[src/rtl/event_slot_manager.sv]
// Purpose : slot/credit manager for the DDR frame buffer event path; hands out
//           free slots, queues finished events, gates readout on allow credits.
// Latency : alloc and event outputs are registered; a readout-queue push shows
//           as m_event_tvalid one cycle later when credit is available.
// Backpressure: output registers hold tdata stable while tvalid && !tready;
//           s_done_tready drops for one cycle while a nack is being accepted.
// Ports   : aclk/aresetn; m_alloc_* free slot stream; s_done_* finished event;
//           s_ack_* {allow,3'b0,addr} release; s_nack_* replay request;
//           m_event_* readout stream; allow_count_o, err_count_o, init_done_o.

// First-word-fall-through FIFO; dout is valid whenever empty is low.
// Latency: push visible at dout on the next cycle.
// Backpressure: none; callers guarantee no push when full, no pop when empty.
module esm_fifo #(
  parameter int W     = 8,
  parameter int DEPTH = 16
) (
  input  logic         aclk,
  input  logic         aresetn,
  input  logic         push,
  input  logic [W-1:0] din,
  input  logic         pop,
  output logic [W-1:0] dout,
  output logic         empty
);
  localparam int PW = $clog2(DEPTH);

  logic [W-1:0]  mem [DEPTH];
  logic [PW-1:0] wr_ptr;
  logic [PW-1:0] rd_ptr;
  logic [PW:0]   count;

  assign dout  = mem[rd_ptr];
  assign empty = (count == '0);

  always_ff @(posedge aclk) begin
    if (push) mem[wr_ptr] <= din;
  end

  always_ff @(posedge aclk or negedge aresetn) begin
    if (!aresetn) begin
      wr_ptr <= '0;
      rd_ptr <= '0;
      count  <= '0;
    end else begin
      if (push) wr_ptr <= wr_ptr + 1'b1;
      if (pop)  rd_ptr <= rd_ptr + 1'b1;
      case ({push, pop})
        2'b10:   count <= count + 1'b1;
        2'b01:   count <= count - 1'b1;
        default: ;
      endcase
    end
  end
endmodule

module event_slot_manager #(
  parameter int NSLOTS      = 16,
  parameter int CREDIT_BITS = 9,
  parameter int INIT_CREDIT = 0
) (
  input  logic                   aclk,
  input  logic                   aresetn,
  output logic [11:0]            m_alloc_tdata,
  output logic                   m_alloc_tvalid,
  input  logic                   m_alloc_tready,
  input  logic [31:0]            s_done_tdata,
  input  logic                   s_done_tvalid,
  output logic                   s_done_tready,
  input  logic [15:0]            s_ack_tdata,
  input  logic                   s_ack_tvalid,
  output logic                   s_ack_tready,
  input  logic [31:0]            s_nack_tdata,
  input  logic                   s_nack_tvalid,
  output logic                   s_nack_tready,
  output logic [31:0]            m_event_tdata,
  output logic                   m_event_tvalid,
  input  logic                   m_event_tready,
  output logic [CREDIT_BITS-1:0] allow_count_o,
  output logic [7:0]             err_count_o,
  output logic                   init_done_o
);
  localparam int AW = $clog2(NSLOTS);
  localparam int RW = AW + 20;
  localparam logic [12:0] NSLOTS_W = 13'(NSLOTS);
  localparam logic [AW:0] INIT_END = (AW+1)'(NSLOTS);
  localparam logic [CREDIT_BITS-1:0] CREDIT_MAX = '1;

  localparam logic [1:0] SLOT_FREE   = 2'd0;
  localparam logic [1:0] SLOT_ALLOC  = 2'd1;
  localparam logic [1:0] SLOT_QUEUED = 2'd2;
  localparam logic [1:0] SLOT_OUT    = 2'd3;

  typedef enum logic {ST_INIT, ST_RUN} fsm_t;

  fsm_t                   state;
  logic [AW:0]            init_cnt;
  logic                   run;
  logic [NSLOTS-1:0][1:0] slot_st;
  logic [19:0]            len_ram [NSLOTS];

  // ---------------- field decode ----------------
  logic [11:0]   done_addr, nack_addr, ack_addr;
  logic [19:0]   done_len, nack_len, nack_qlen;
  logic [AW-1:0] done_idx, nack_idx, ack_idx, alloc_idx, evt_idx;
  logic          ack_allow;
  logic          unused_ack_rsvd;

  assign done_addr = s_done_tdata[31:20];
  assign done_len  = s_done_tdata[19:0];
  assign nack_addr = s_nack_tdata[31:20];
  assign nack_len  = s_nack_tdata[19:0];
  assign ack_addr  = s_ack_tdata[11:0];
  assign ack_allow = s_ack_tdata[15];
  assign unused_ack_rsvd = ^s_ack_tdata[14:12];

  assign done_idx  = done_addr[AW-1:0];
  assign nack_idx  = nack_addr[AW-1:0];
  assign ack_idx   = ack_addr[AW-1:0];
  assign alloc_idx = m_alloc_tdata[AW-1:0];
  assign evt_idx   = m_event_tdata[20 +: AW];

  // ---------------- handshakes and slot checks ----------------
  logic alloc_hs, done_hs, nack_hs, ack_hs, evt_hs;
  logic done_ok, nack_ok, ack_ok;
  logic done_err, nack_err, ack_err;

  assign run           = (state == ST_RUN);
  assign s_nack_tready = run;
  assign s_ack_tready  = run;
  // The readout FIFO has one write port and nack owns it when both arrive.
  assign s_done_tready = run && !s_nack_tvalid;

  assign alloc_hs = m_alloc_tvalid && m_alloc_tready;
  assign done_hs  = s_done_tvalid && s_done_tready;
  assign nack_hs  = s_nack_tvalid && s_nack_tready;
  assign ack_hs   = s_ack_tvalid && s_ack_tready;
  assign evt_hs   = m_event_tvalid && m_event_tready;

  assign done_ok = done_hs && ({1'b0, done_addr} < NSLOTS_W) &&
                   (slot_st[done_idx] == SLOT_ALLOC);
  assign nack_ok = nack_hs && ({1'b0, nack_addr} < NSLOTS_W) &&
                   (slot_st[nack_idx] == SLOT_OUT);
  // A nack and an ack for the same outstanding slot in one cycle: the replay
  // wins and the ack is treated as stale, so the slot is never in both FIFOs.
  assign ack_ok  = ack_hs && ({1'b0, ack_addr} < NSLOTS_W) &&
                   (slot_st[ack_idx] == SLOT_OUT) &&
                   !(nack_ok && (nack_idx == ack_idx));

  assign done_err = done_hs && !done_ok;
  assign nack_err = nack_hs && !nack_ok;
  assign ack_err  = ack_hs && !ack_ok;

  // ---------------- free slot FIFO ----------------
  logic          init_push, free_push, free_pop, free_empty, alloc_load;
  logic [AW-1:0] free_din, free_head;

  assign init_push  = (state == ST_INIT) && (init_cnt != INIT_END);
  assign free_push  = init_push || ack_ok;
  assign free_din   = init_push ? init_cnt[AW-1:0] : ack_idx;
  assign alloc_load = run && !free_empty && (!m_alloc_tvalid || m_alloc_tready);
  assign free_pop   = alloc_load;

  esm_fifo #(.W(AW), .DEPTH(NSLOTS)) u_free_fifo (
    .aclk    (aclk),
    .aresetn (aresetn),
    .push    (free_push),
    .din     (free_din),
    .pop     (free_pop),
    .dout    (free_head),
    .empty   (free_empty)
  );

  // ---------------- readout FIFO: {slot, length} ----------------
  logic          rdq_push, rdq_pop, rdq_empty, evt_load;
  logic [RW-1:0] rdq_din, rdq_head;
  logic [CREDIT_BITS-1:0] credit_held;

  // A zero nack length means "replay with the length the writer reported".
  assign nack_qlen = (nack_len != 20'd0) ? nack_len : len_ram[nack_idx];
  assign rdq_push  = nack_ok || done_ok;
  assign rdq_din   = nack_ok ? {nack_idx, nack_qlen} : {done_idx, done_len};

  // Credit consumed by an event leaving this cycle is not available for the
  // next load; a concurrent allow is only seen one cycle later.
  assign credit_held = CREDIT_BITS'(evt_hs);
  assign evt_load = run && !rdq_empty && (!m_event_tvalid || m_event_tready) &&
                    (allow_count_o > credit_held);
  assign rdq_pop  = evt_load;

  esm_fifo #(.W(RW), .DEPTH(NSLOTS)) u_rdq_fifo (
    .aclk    (aclk),
    .aresetn (aresetn),
    .push    (rdq_push),
    .din     (rdq_din),
    .pop     (rdq_pop),
    .dout    (rdq_head),
    .empty   (rdq_empty)
  );

  always_ff @(posedge aclk) begin
    if (done_ok) len_ram[done_idx] <= done_len;
  end

  // ---------------- init FSM ----------------
  always_ff @(posedge aclk or negedge aresetn) begin
    if (!aresetn) begin
      state       <= ST_INIT;
      init_cnt    <= '0;
      init_done_o <= 1'b0;
    end else begin
      case (state)
        ST_INIT: begin
          if (init_cnt == INIT_END) begin
            state       <= ST_RUN;
            init_done_o <= 1'b1;
          end else begin
            init_cnt <= init_cnt + 1'b1;
          end
        end
        default: ;
      endcase
    end
  end

  // ---------------- output registers ----------------
  always_ff @(posedge aclk or negedge aresetn) begin
    if (!aresetn) begin
      m_alloc_tvalid <= 1'b0;
      m_alloc_tdata  <= '0;
      m_event_tvalid <= 1'b0;
      m_event_tdata  <= '0;
    end else begin
      if (alloc_load) begin
        m_alloc_tvalid <= 1'b1;
        m_alloc_tdata  <= 12'(free_head);
      end else if (alloc_hs) begin
        m_alloc_tvalid <= 1'b0;
      end
      if (evt_load) begin
        m_event_tvalid <= 1'b1;
        m_event_tdata  <= {12'(rdq_head[RW-1:20]), rdq_head[19:0]};
      end else if (evt_hs) begin
        m_event_tvalid <= 1'b0;
      end
    end
  end

  // ---------------- per-slot state ----------------
  // Each source can only match a slot in its own expected state, so at most
  // one update lands on any given slot per cycle.
  always_ff @(posedge aclk or negedge aresetn) begin
    if (!aresetn) begin
      slot_st <= '0;
    end else begin
      if (alloc_hs) slot_st[alloc_idx] <= SLOT_ALLOC;
      if (done_ok)  slot_st[done_idx]  <= SLOT_QUEUED;
      if (evt_hs)   slot_st[evt_idx]   <= SLOT_OUT;
      if (nack_ok)  slot_st[nack_idx]  <= SLOT_QUEUED;
      if (ack_ok)   slot_st[ack_idx]   <= SLOT_FREE;
    end
  end

  // ---------------- credit and error counters ----------------
  logic       credit_inc;
  logic [1:0] err_inc;
  logic [8:0] err_sum;

  assign credit_inc = ack_hs && ack_allow;
  assign err_inc    = 2'(done_err) + 2'(nack_err) + 2'(ack_err);
  assign err_sum    = {1'b0, err_count_o} + {7'd0, err_inc};

  always_ff @(posedge aclk or negedge aresetn) begin
    if (!aresetn) begin
      allow_count_o <= CREDIT_BITS'(INIT_CREDIT);
      err_count_o   <= '0;
    end else begin
      if (credit_inc && !evt_hs) begin
        if (allow_count_o != CREDIT_MAX) allow_count_o <= allow_count_o + 1'b1;
      end else if (evt_hs && !credit_inc) begin
        allow_count_o <= allow_count_o - 1'b1;
      end
      err_count_o <= err_sum[8] ? 8'hff : err_sum[7:0];
    end
  end
endmodule

[config.mk]
export PLATFORM = sky130hd
export DESIGN_NAME = event_slot_manager
export DESIGN_NICKNAME = d
export VERILOG_FILES = /design/src/rtl/event_slot_manager.sv
export SDC_FILE = /design/constraint.sdc
export NUM_CORES = 1
export LEC_CHECK = 0
export CAP_MARGIN = 20
export CORE_MARGIN = 1.5
export CORE_UTILIZATION = 40
export CTS_CLUSTER_DIAMETER = 150
export DETAILED_ROUTE_END_ITERATION = 12
export DONT_BUFFER_PORTS = 1
export PLACE_DENSITY = 0.54
export SLEW_MARGIN = 5
export SYNTH_ARGS = -nofsm -noshare
export SYNTH_HDL_FRONTEND = slang
export SYNTH_HIERARCHICAL = 1
export SYNTH_SLANG_ARGS = --single-unit
[constraint.sdc]
create_clock -name aclk -period 8.71 [get_ports aclk]
set_input_delay 0.4355 -clock aclk [delete_from_list [all_inputs] [get_ports aclk]]
set_output_delay 0.4355 -clock aclk [all_outputs]
set_load 0.01 [all_outputs]
Yosys cells after proc, flatten, opt, wreduce, memory -nomap -nowiden
Memories as Yosys holds them, arrays and structs flattened. A register that Yosys moved wholly into a read port is not among the register bits.
Cells that the tools add are included.
- output and inout port bits: 67
- memories: 3
- RAM bits: 768
- input bits: 87
- flip-flop bits (word level): 84
- latch bits: 0
- memory bits (read-only): 0
- magnitude comparators: 14
- divide/modulo/power cells: 0
- add/sub/neg operators: 14
- muxes and demuxes: 42
- bitwise logic cells: 14
- shift-type cells: 0
- multiply operators: 0
- reduce and logical (&&, ||, !) cells: 59
- equality and inequality tests: 12
- memories (memory ; words ; bits a word ; read ports ; clocked after memory_dff ; wr ports ; RTL line ; text):
    u_rdq_fifo.mem ; 16 ; 24 ; 1 ; 1 ; 1 ; 28 ; logic [W-1:0] mem [DEPTH];
    len_ram ; 16 ; 20 ; 1 ; 0 ; 1 ; 100 ; logic [19:0] len_ram [NSLOTS];
    u_free_fifo.mem ; 16 ; 4 ; 1 ; 1 ; 1 ; 28 ;
- operators with widths (cell ; count):
    $mux W32 ; 5
    $and A16 B16 Y16 ; 3
    $not A16 Y16 ; 3
    $or A16 B16 Y16 ; 3
    $demux W2 S4 ; 5
    $lt A12 B5 Y1 const B ; 3
    $and A32 B32 Y32 ; 1
    $not A32 Y32 ; 1
    $or A32 B32 Y32 ; 1
    $logic_and A1 B1 Y1 ; 31
    $mux W9 ; 3
    $lt A4 B5 Y1 const B ; 5
    $bmux W2 S4 ; 3
    $mux W24 ; 1
    $ge A4 B1 Y1 const B ; 5
    $mux W20 ; 1
    $pmux W5 S2 ; 2
    $reduce_bool A20 Y1 ; 1
    $add A4 B1 Y4 const B ; 4
    $mux W2 ; 8
    $add A5 B1 Y5 const B ; 3
    $logic_not A1 Y1 ; 13
    $mux W1 ; 12
    $logic_not A5 Y1 ; 2
    other kinds (20) ; 36

Depth between registers and ports, before layout
Gate-level depths: netlist of run 1.
- depth after elaboration: 15
- mapped depth: 19

Cells and area by module
Netlist of run 1, hierarchy kept.
- by module, submodules not included (module ; area each (um2) ; times used ; cells an instance):
    event_slot_manager ; 18362.6 ; 1 ; 1241
    esm_fifo at u_rdq_fifo ; 15349.7 ; 1 ; 684
    esm_fifo at u_free_fifo ; 3379.5 ; 1 ; 197

Least setup slack after synthesis of run 1
OpenSTA, ideal clock, no wires.
- path kind: in2reg
- start: in s_nack_tdata[21]
- end: reg u_free_fifo.count[4]
- setup time: 0.129 ns
- arrival time: 4.147 ns
- path slack: 4.434 ns
- cell stages on the path: 18
- data required time: 8.581 ns
- path through: buf_6 mux4_2 mux4_2 o211ai_2 buf_6 nor2_4 or3_1 nand2_1 clkbuf_1 inv_1 ha_1 buf_2 xor2_1 ha_1 o21a_1 a221oi_1 o22ai_1 xor2_1
- word-level cells in the longest chain between the ends: 10
- ends and longest elaborated chain (item ; RTL line ; text):
    start: declaration ; 73 ; input logic [31:0] s_nack_tdata,
    $bmux W2 S4 ; 143 ; (slot_st[nack_idx] == SLOT_OUT);
    $mux W2 (implied by the code) ; 143 ;
    $eq A2 B2 Y1 ; 143 ;
    $logic_and A1 B1 Y1 ; 142 ; assign nack_ok = nack_hs && ({1'b0, nack_addr} < NSLOTS_W) &&
    $logic_and A1 B1 Y1 * ; 148 ; !(nack_ok && (nack_idx == ack_idx));
    $logic_not A1 Y1 * ; 148 ;
    $logic_and A1 B1 Y1 * ; 147 ; (slot_st[ack_idx] == SLOT_OUT) &&
    $logic_or A1 B1 Y1 * ; 159 ; assign free_push = init_push || ack_ok;
    named net free_push ; 155 ; logic init_push, free_push, free_pop, free_empty, alloc_load;
    $eq A2 B1 Y1 / $eq A2 B2 Y1 (equally long branches) ; 48 ; case ({push, pop})
    $pmux W5 S2 / $reduce_bool A2 Y1 (equally long branches) ; - ;
    end signal: assignment ; 49 ; 2'b10: count <= count + 1'b1;
    end signal: assignment ; 50 ; 2'b01: count <= count - 1'b1;
    end: declaration ; 31 ; logic [PW:0] count;
Mark *: on every way through the listed nets, which the timed path passes. The rest lies on a longest branch. The select of a mux whose other input is x is not followed.
A chain may end at the register's enable or synchronous reset.

Worst setup path in the final report of run 1
- start: reg state, in the netlist s_ack_tready
- end: reg u_rdq_fifo.count[4]
- word-level cells in the longest chain between the ends: 7
- ends and longest elaborated chain (item ; RTL line ; text):
    start: declaration ; 96 ; fsm_t state;
    start signal: assignment ; 208 ; state <= ST_INIT;
    start signal: assignment ; 215 ; state <= ST_RUN;
    $logic_and A1 B1 Y1 ; 132 ; assign s_done_tready = run && !s_nack_tvalid;
    $logic_and A1 B1 Y1 ; 135 ; assign done_hs = s_done_tvalid && s_done_tready;
    $logic_and A1 B1 Y1 (2 in series) ; 140 ; assign done_ok = done_hs && ({1'b0, done_addr} < NSLOTS_W) &&
    $logic_or A1 B1 Y1 * ; 181 ; assign rdq_push = nack_ok || done_ok;
    named net rdq_push ; 175 ; logic rdq_push, rdq_pop, rdq_empty, evt_load;
    $eq A2 B1 Y1 / $eq A2 B2 Y1 (equally long branches) ; 48 ;
    $pmux W5 S2 / $reduce_bool A2 Y1 (equally long branches) ; - ;
    end signal: assignment ; 49 ;
    end signal: assignment ; 50 ;
    end: declaration ; 31 ;
Mark *: on every way through the listed nets, which the timed path passes. The rest lies on a longest branch.

==> results.cfg, run 1 <==
[outcome]
status = finished clean

[detailed_routing]
via_per_inst = 5.57
wl_per_cell_um = 25.0
drcViolationCount = 0
drt_iter0_markers = 1674
drtPass1Iterations = 6
routed_wl_um = 88300
ant_nets = 0
vias = 19684

[sta]
finalCriticalPeriod_ns = 4.70
rsz0062_at_grt = no
max_freq_mhz = 213
skew_ns = 0.0646
hold_ws_ns = 0.116
setup_tns_ns = 0
worst_slew_pin_slew_ns = 1.07
slew_headroom = 0.281
hold_viol_final = 0
setup_viol = 0
period_share = 0.539
report.final.slew_viol_count = 0

[yosys]
synth_top_area_share = 0.622
yosysWarnings = 6
ys_seq_elements = 880
synth_largest_area_cell = edfxtp_1
ys_types = 73
synth_edf_count = 768
postSynthAreaPerCell_um2 = 17.5
synthFlopType = edfxtp_1
async_flop_share = 0.127
ys_top_cells_by_area = edfxtp_1 62%, mux4_2 11%, dfrtp_1 7.6%
synth_cells = 2122
yosysSeqAreaShare = 0.697
netlist_area_mm2 = 0.0371

[layout]
nFillCells = 7910
final_cell_mix = 768 x edfxtp_1, 188 x mux4_2, 124 x nand2_1, 110 x dfrtp_1
drive_gt1_frac = 0.218
final_common_cell = edfxtp_1
fin_nets = 2324
area_growth_syn_to_layout_pct = 13.7

[global_routing]
grt_remaining_overflow = 0
grt_pass1_wl_um = 132000
grt_util_all_layers = 0.188
antenna_found_initial = 1
grt_pass1_vias = 20385
grt_max_degree = 113

[pwr]
vdd_drop_max_mv = 0.185
power.density_mw_per_mm2 = 275
p_leak_nw = 14.1

[setup_path]
r2r-start = s_ack_tready
path_class = reg2reg
r2r_end = u_rdq_fifo/count[4]
worstRegToRegCells = 15
cp.required_ns = 9.23
crit_path_max_fanout = 13
crit_path_end_kind = flip-flop
arrival_ns = 5.22
startpoint_type = flip-flop
r2r_slack_ns = 4.01
crit_start = s_ack_tready
crit_end = u_rdq_fifo/count[4]

[place]
dp_hpwl_um = 51600
numPortBuffers = 0
place_congestion = 0.879

[hold_path]
min_path_cells = 2
worstHoldPathType = in2reg

[clocking]
cts_max_path_buffers = 3
cts_resized = 0
clock_latency_ns = 0.68
cts_buffers = 97
htreeDepth = 3
cts_tree = built
cts_setup_buffers = 0
clock-sinks = 880
cts_root_buf = clkbuf_16
clk_pin_slew_ns = 0.06

[floorplan]
die_h_um = 308
fp-row-count = 111
dieWidth_um = 308
initial_core_util = 0.404
ioPinCount = 154
coreArea_mm2 = 0.0918
die_area_mm2 = 0.0946

[flow_run]
max-cap-violations = 0
stage by stage:
stage / instances / cell area, um2 / total power [mW] / utilization / setup slack, ns
after detailed placement: 3321 / 38600 / 7.56 / 0.421 / 4.10
after global placement: 3318 / 38600 / 7.51 / 0.420 / 4.14
after CTS: 3527 / 42100 / 11.7 / 0.459 / 4.08
after floorplan: 2137 / 37100 / 6.99 / - / 4.43
final: 3531 / 42200 / 11.6 / 0.459 / 4.01
after global routing: 3529 / 42200 / 12.1 / 0.459 / 3.77
worst min path at each step:
| stage | start | to | slack [ns] |
|---|---|---|---|
| floorplan | aresetn | allow_count_o[0] | 0.14 |
| global placement | aresetn | u_free_fifo/wr_ptr[2] | 0.14 |
| detailed placement | aresetn | u_free_fifo/wr_ptr[2] | 0.14 |
| CTS | s_nack_tdata[21] | slot_st[14] | 0.04 |
| global route | s_nack_tdata[20] | slot_st[14] | 0.09 |
| finish | s_done_tdata[18] | u_rdq_fifo/mem[3][18] | 0.12 |
cell usage after synthesis, types with 28 or more instances:
master	n
inv_1	41
ha_1	30
a21oi_1	97
o21ai_0	44
a22oi_1	39
mux4_2	188
nand2_1	124
and2_1	59
edfxtp_1	768
buf_2	28
nor2_1	82
dfrtp_1	112
mux2_2	37
clkbuf_1	55
what timing repair did:
action | CTS | global route
hold buffers | 25 | 0
endpoints found under the hold margin | 438 | 0
setup endpoints to repair | 0 | 0
state kept, by name, summed over array words and instances, names as in the netlist, 4 cells and up:
| name | flops |
|---|---|
| u_free_fifo/rd_ptr | 4 |
| u_rdq_fifo/wr_ptr | 4 |
| u_rdq_fifo/rd_ptr | 4 |
| u_free_fifo/wr_ptr | 4 |
| err_count_o | 8 |
| len_ram | 320 |
| allow_count_o | 9 |
| init_cnt | 5 |
| u_rdq_fifo/count | 5 |
| m_alloc_tdata | 4 |
| m_event_tdata | 24 |
| slot_st | 32 |
| u_free_fifo/count | 5 |
| u_free_fifo/mem | 64 |
| u_rdq_fifo/mem | 384 |
report_power, final:
part	internal (mW)	switching, mW	total, mW
Sequential	4.80	0.454	5.26
Combinational	1.12	1.11	2.23
Clock	2.39	1.71	4.10
logic make-up (layout without fill, tap and decap cells):
logic type                 after synthesis  count (layout)  share of synthesized area
buffers and inverters                  166             315                     0.0222
adders and majority gates               33              33                     0.0117
AOI/OAI and AO/OA                      287             287                     0.0525
and+or+nand+nor                        447             447                     0.0628
DFF                                    880             880                      0.697
muxes                                  266             266                      0.143
xor gates and xnor gates                42              42                    0.00992
other                                    1              18                   0.000101
layout make-up:
type,count,area (um2),area share
Sequential cell,880,25900,0.614
Multi-Input combinational cell,1091,10600,0.250
Clock buffer,113,2520,0.0597
Tap cell,1243,1560,0.0369
Timing Repair Buffer,92,774,0.0184
Clock inverter,68,737,0.0175
Inverter,42,158,0.00374
Antenna cell,2,5.00,0.000119
critical path, stage by stage, from the launching register on:
cell and delay (ns):
dfrtp_1 0.77, and3b_1 0.30, nand3_1 0.25, or2_2 0.42, nor3b_1 0.47, nand2_1 0.20
o21ai_0 0.30, buf_4 0.21, inv_1 0.09, ha_1 0.34, xor2_1 0.21, ha_1 0.24
o21a_1 0.19, a221oi_1 0.31, o22ai_1 0.13, xor2_1 0.16
layer usage:
layer | vias to the layer above | global-route usage | routed length (um)
met5 | - | 0 | 0
met4 | 0 | 0.0620 | 2710
met3 | 165 | 0.0346 | 5050
met2 | 544 | 0.302 | 42200
met1 | 10330 | 0.258 | 38300
li1 | 8645 | - | -
(Power assumes the default switching activity.)
==> run 2: changes to the inputs <==
Settings changed: ABC_AREA set to 1, PLACE_DENSITY 0.54 to 0.56.
Clock period 8.71 ns to 4 ns, I/O delays scaled along.
==> results.cfg, run 2 <==
[outcome]
status = finished clean

[sta]
setup_ws_ns = 0.537
hold_ws_ns = 0.0435
setup_viol = 0
slew_headroom = 0.268
hold_viol_final = 0
period_share = 0.866
skew_ns = 0.0312
max_freq_mhz = 289
worst_slew_pin_slew_ns = 1.09
report.final.slew_viol_count = 0
setup_tns_ns = 0
finalCriticalPeriod_ns = 3.46
rsz0062_at_grt = no

[yosys]
ys_top_cells_by_count = 813 x nand2_1, 768 x edfxtp_1, 476 x nor2_1
netlist_area_mm2 = 0.0385
yosysWarnings = 6
ys_types = 45
postSynthAreaPerCell_um2 = 10.9
async_flop_share = 0.127
synth_cells = 3530
post-synth-top-count-cell = nand2_1
synth_edf_count = 768
synth_top_area_share = 0.599
synthFlopType = edfxtp_1
ys_seq_elements = 880
ys_top_cells_by_area = edfxtp_1 60%, nand2_1 7.9%, dfrtp_1 7.3%
yosysSeqAreaShare = 0.671
synth_largest_area_cell = edfxtp_1

[layout]
largest_reg_flops = 384
postLayoutCellArea_mm2 = 0.0434
nFillCells = 8713
fin_nets = 3713
largest_register = u_rdq_fifo/mem
drive_gt1_frac = 0.0834
multi_input_area_mm2 = 0.0107
final_cell_mix = 813 x nand2_1, 768 x edfxtp_1, 457 x nor2_1, 257 x inv_1, 220 x nand3_1
final_cells = 4938
final_util = 0.456
top_regs = u_rdq_fifo/mem x384, len_ram x320, u_free_fifo/mem x64
final_common_cell = nand2_1
area_growth_syn_to_layout_pct = 12.8
regArea_mm2 = 0.0259

[detailed_routing]
ant_nets = 0
vias = 25989
drtPass1Iterations = 5
via_per_inst = 5.26
drt_iter0_markers = 2181
wl_per_cell_um = 21.2
routed_wl_um = 105000
drcViolationCount = 0

[setup_path]
r2r-start = s_ack_tready
crit_end = u_free_fifo/count[4]
slowest_delay_ns = 0.53
crit_family = simple AND/OR/NAND/NOR gates
critPathBufInv = 4
arrival_ns = 4.01
crit_path_end_kind = flip-flop
crit_top_cell = nand2_1
worstRegToRegCells = 21
r2r_slack_ns = 0.54
worstPathCellList = nand2_1 > inv_1 > nand3_1 > nor4_1 > o21ai_1 > nor2_4 > nand2_1 > nand2_1 > inv_1 > ha_1 > nand2_1 > inv_1 > nor2_1 > ha_1 > inv_1 > nand2_1 > nand3_1 > nand2_1 > nand2_1 > nand3_1 > nand2_1
crit_slowest_cell = dfrtp_1
path_class = reg2reg
startpoint_type = flip-flop
crit_path_max_fanout = 9
crit_start = s_ack_tready
cp.required_ns = 4.55
r2r_end = u_free_fifo/count[4]
path_depth = 21

[place]
place_area_mm2 = 0.0401
dp_hpwl_um = 59900
place_congestion = 0.935
numPortBuffers = 0
dp_cells = 4725
dp_slack_ns = 0.505

[hold_path]
worstHoldPathType = in2reg
hp-start = s_nack_tdata[22]

[global_routing]
grt_util_all_layers = 0.213
antenna_found_initial = 1
grt_max_degree = 206
grt_remaining_overflow = 0
grt_pass1_vias = 25074
grt_pass1_wl_um = 158000

[floorplan]
dieWidth_um = 313
coreArea_mm2 = 0.0952
die_area_mm2 = 0.0982
initial_core_util = 0.405
ioPinCount = 154
fp-row-count = 113
die_h_um = 313

[clocking]
clock_latency_ns = 0.67
clk_pin_slew_ns = 0.06
cts_tree = built
cts_root_buf = clkbuf_16
htreeDepth = 3
cts_max_path_buffers = 3
clock-sinks = 880
cts_resized = 0
cts_buffers = 92

[pwr]
power.density_mw_per_mm2 = 597
p_leak_nw = 16.6
p_total_mw = 25.9
vdd_drop_max_mv = 0.520

[flow_run]
max-cap-violations = 0
run 2: cell type report:
type	count	area share
antenna	2	0.000115
clock buffer	134	0.0587
clock inverter	38	0.00879
inverter	276	0.0241
multi-input combinational	2204	0.247
sequential	880	0.596
tap	1265	0.0364
timing repair buffer	139	0.0297
run 2: what timing repair did:
action	4_1_cts	5_1_grt
endpoints found under the setup margin	0	0
hold endpoints to repair	620	9
setup buffers	0	0
hold buffers	35	2
run 2: cells by family (layout without fill, tap and decap cells):
family,count (synthesis),count (layout),synth area share
adder cells (fa/ha/maj),33,33,0.0113
flip-flops,880,880,0.671
other,1,18,0.0000974
AND/OR/NAND/NOR,1614,1614,0.174
AO/OA/AOI/OAI,510,510,0.0806
buffers and inverters,461,587,0.0558
XOR/XNOR,31,31,0.00705
run 2: worst min path at each step:
stage	to	cells past startpoint
after floorplan	allow_count_o[0]	0
after global placement	slot_st[29]	0
after detailed placement	slot_st[29]	0
after CTS	u_rdq_fifo/mem[9][18]	3
after global routing	u_free_fifo/mem[11][2]	3
final	slot_st[13]	6
run 2: report_power, final:
| group | total, mW | switching (mW) | internal, mW |
|---|---|---|---|
| clock network | 8.30 | 3.63 | 4.66 |
| logic | 6.53 | 4.44 | 2.09 |
| registers | 11.1 | 0.660 | 10.4 |
run 2: tightest hold or removal path: cells and delay by family:
family | cells | cell delay (ns)
buffers and inverters | 2 | 0.18
and+or+nand+nor | 4 | 0.27
run 2: routing by layer:
| layer | part of all wire | routed length, um | vias to the layer above | global-route usage |
|---|---|---|---|---|
| met1 | 0.44 | 45700 | 12771 | 0.288 |
| met2 | 0.48 | 50400 | 755 | 0.352 |
| met3 | 0.058 | 6100 | 172 | 0.0327 |
| met4 | 0.027 | 2790 | 0 | 0.0677 |
| li1 | - | - | 12291 | - |
| met5 | 0 | 0 | - | 0 |
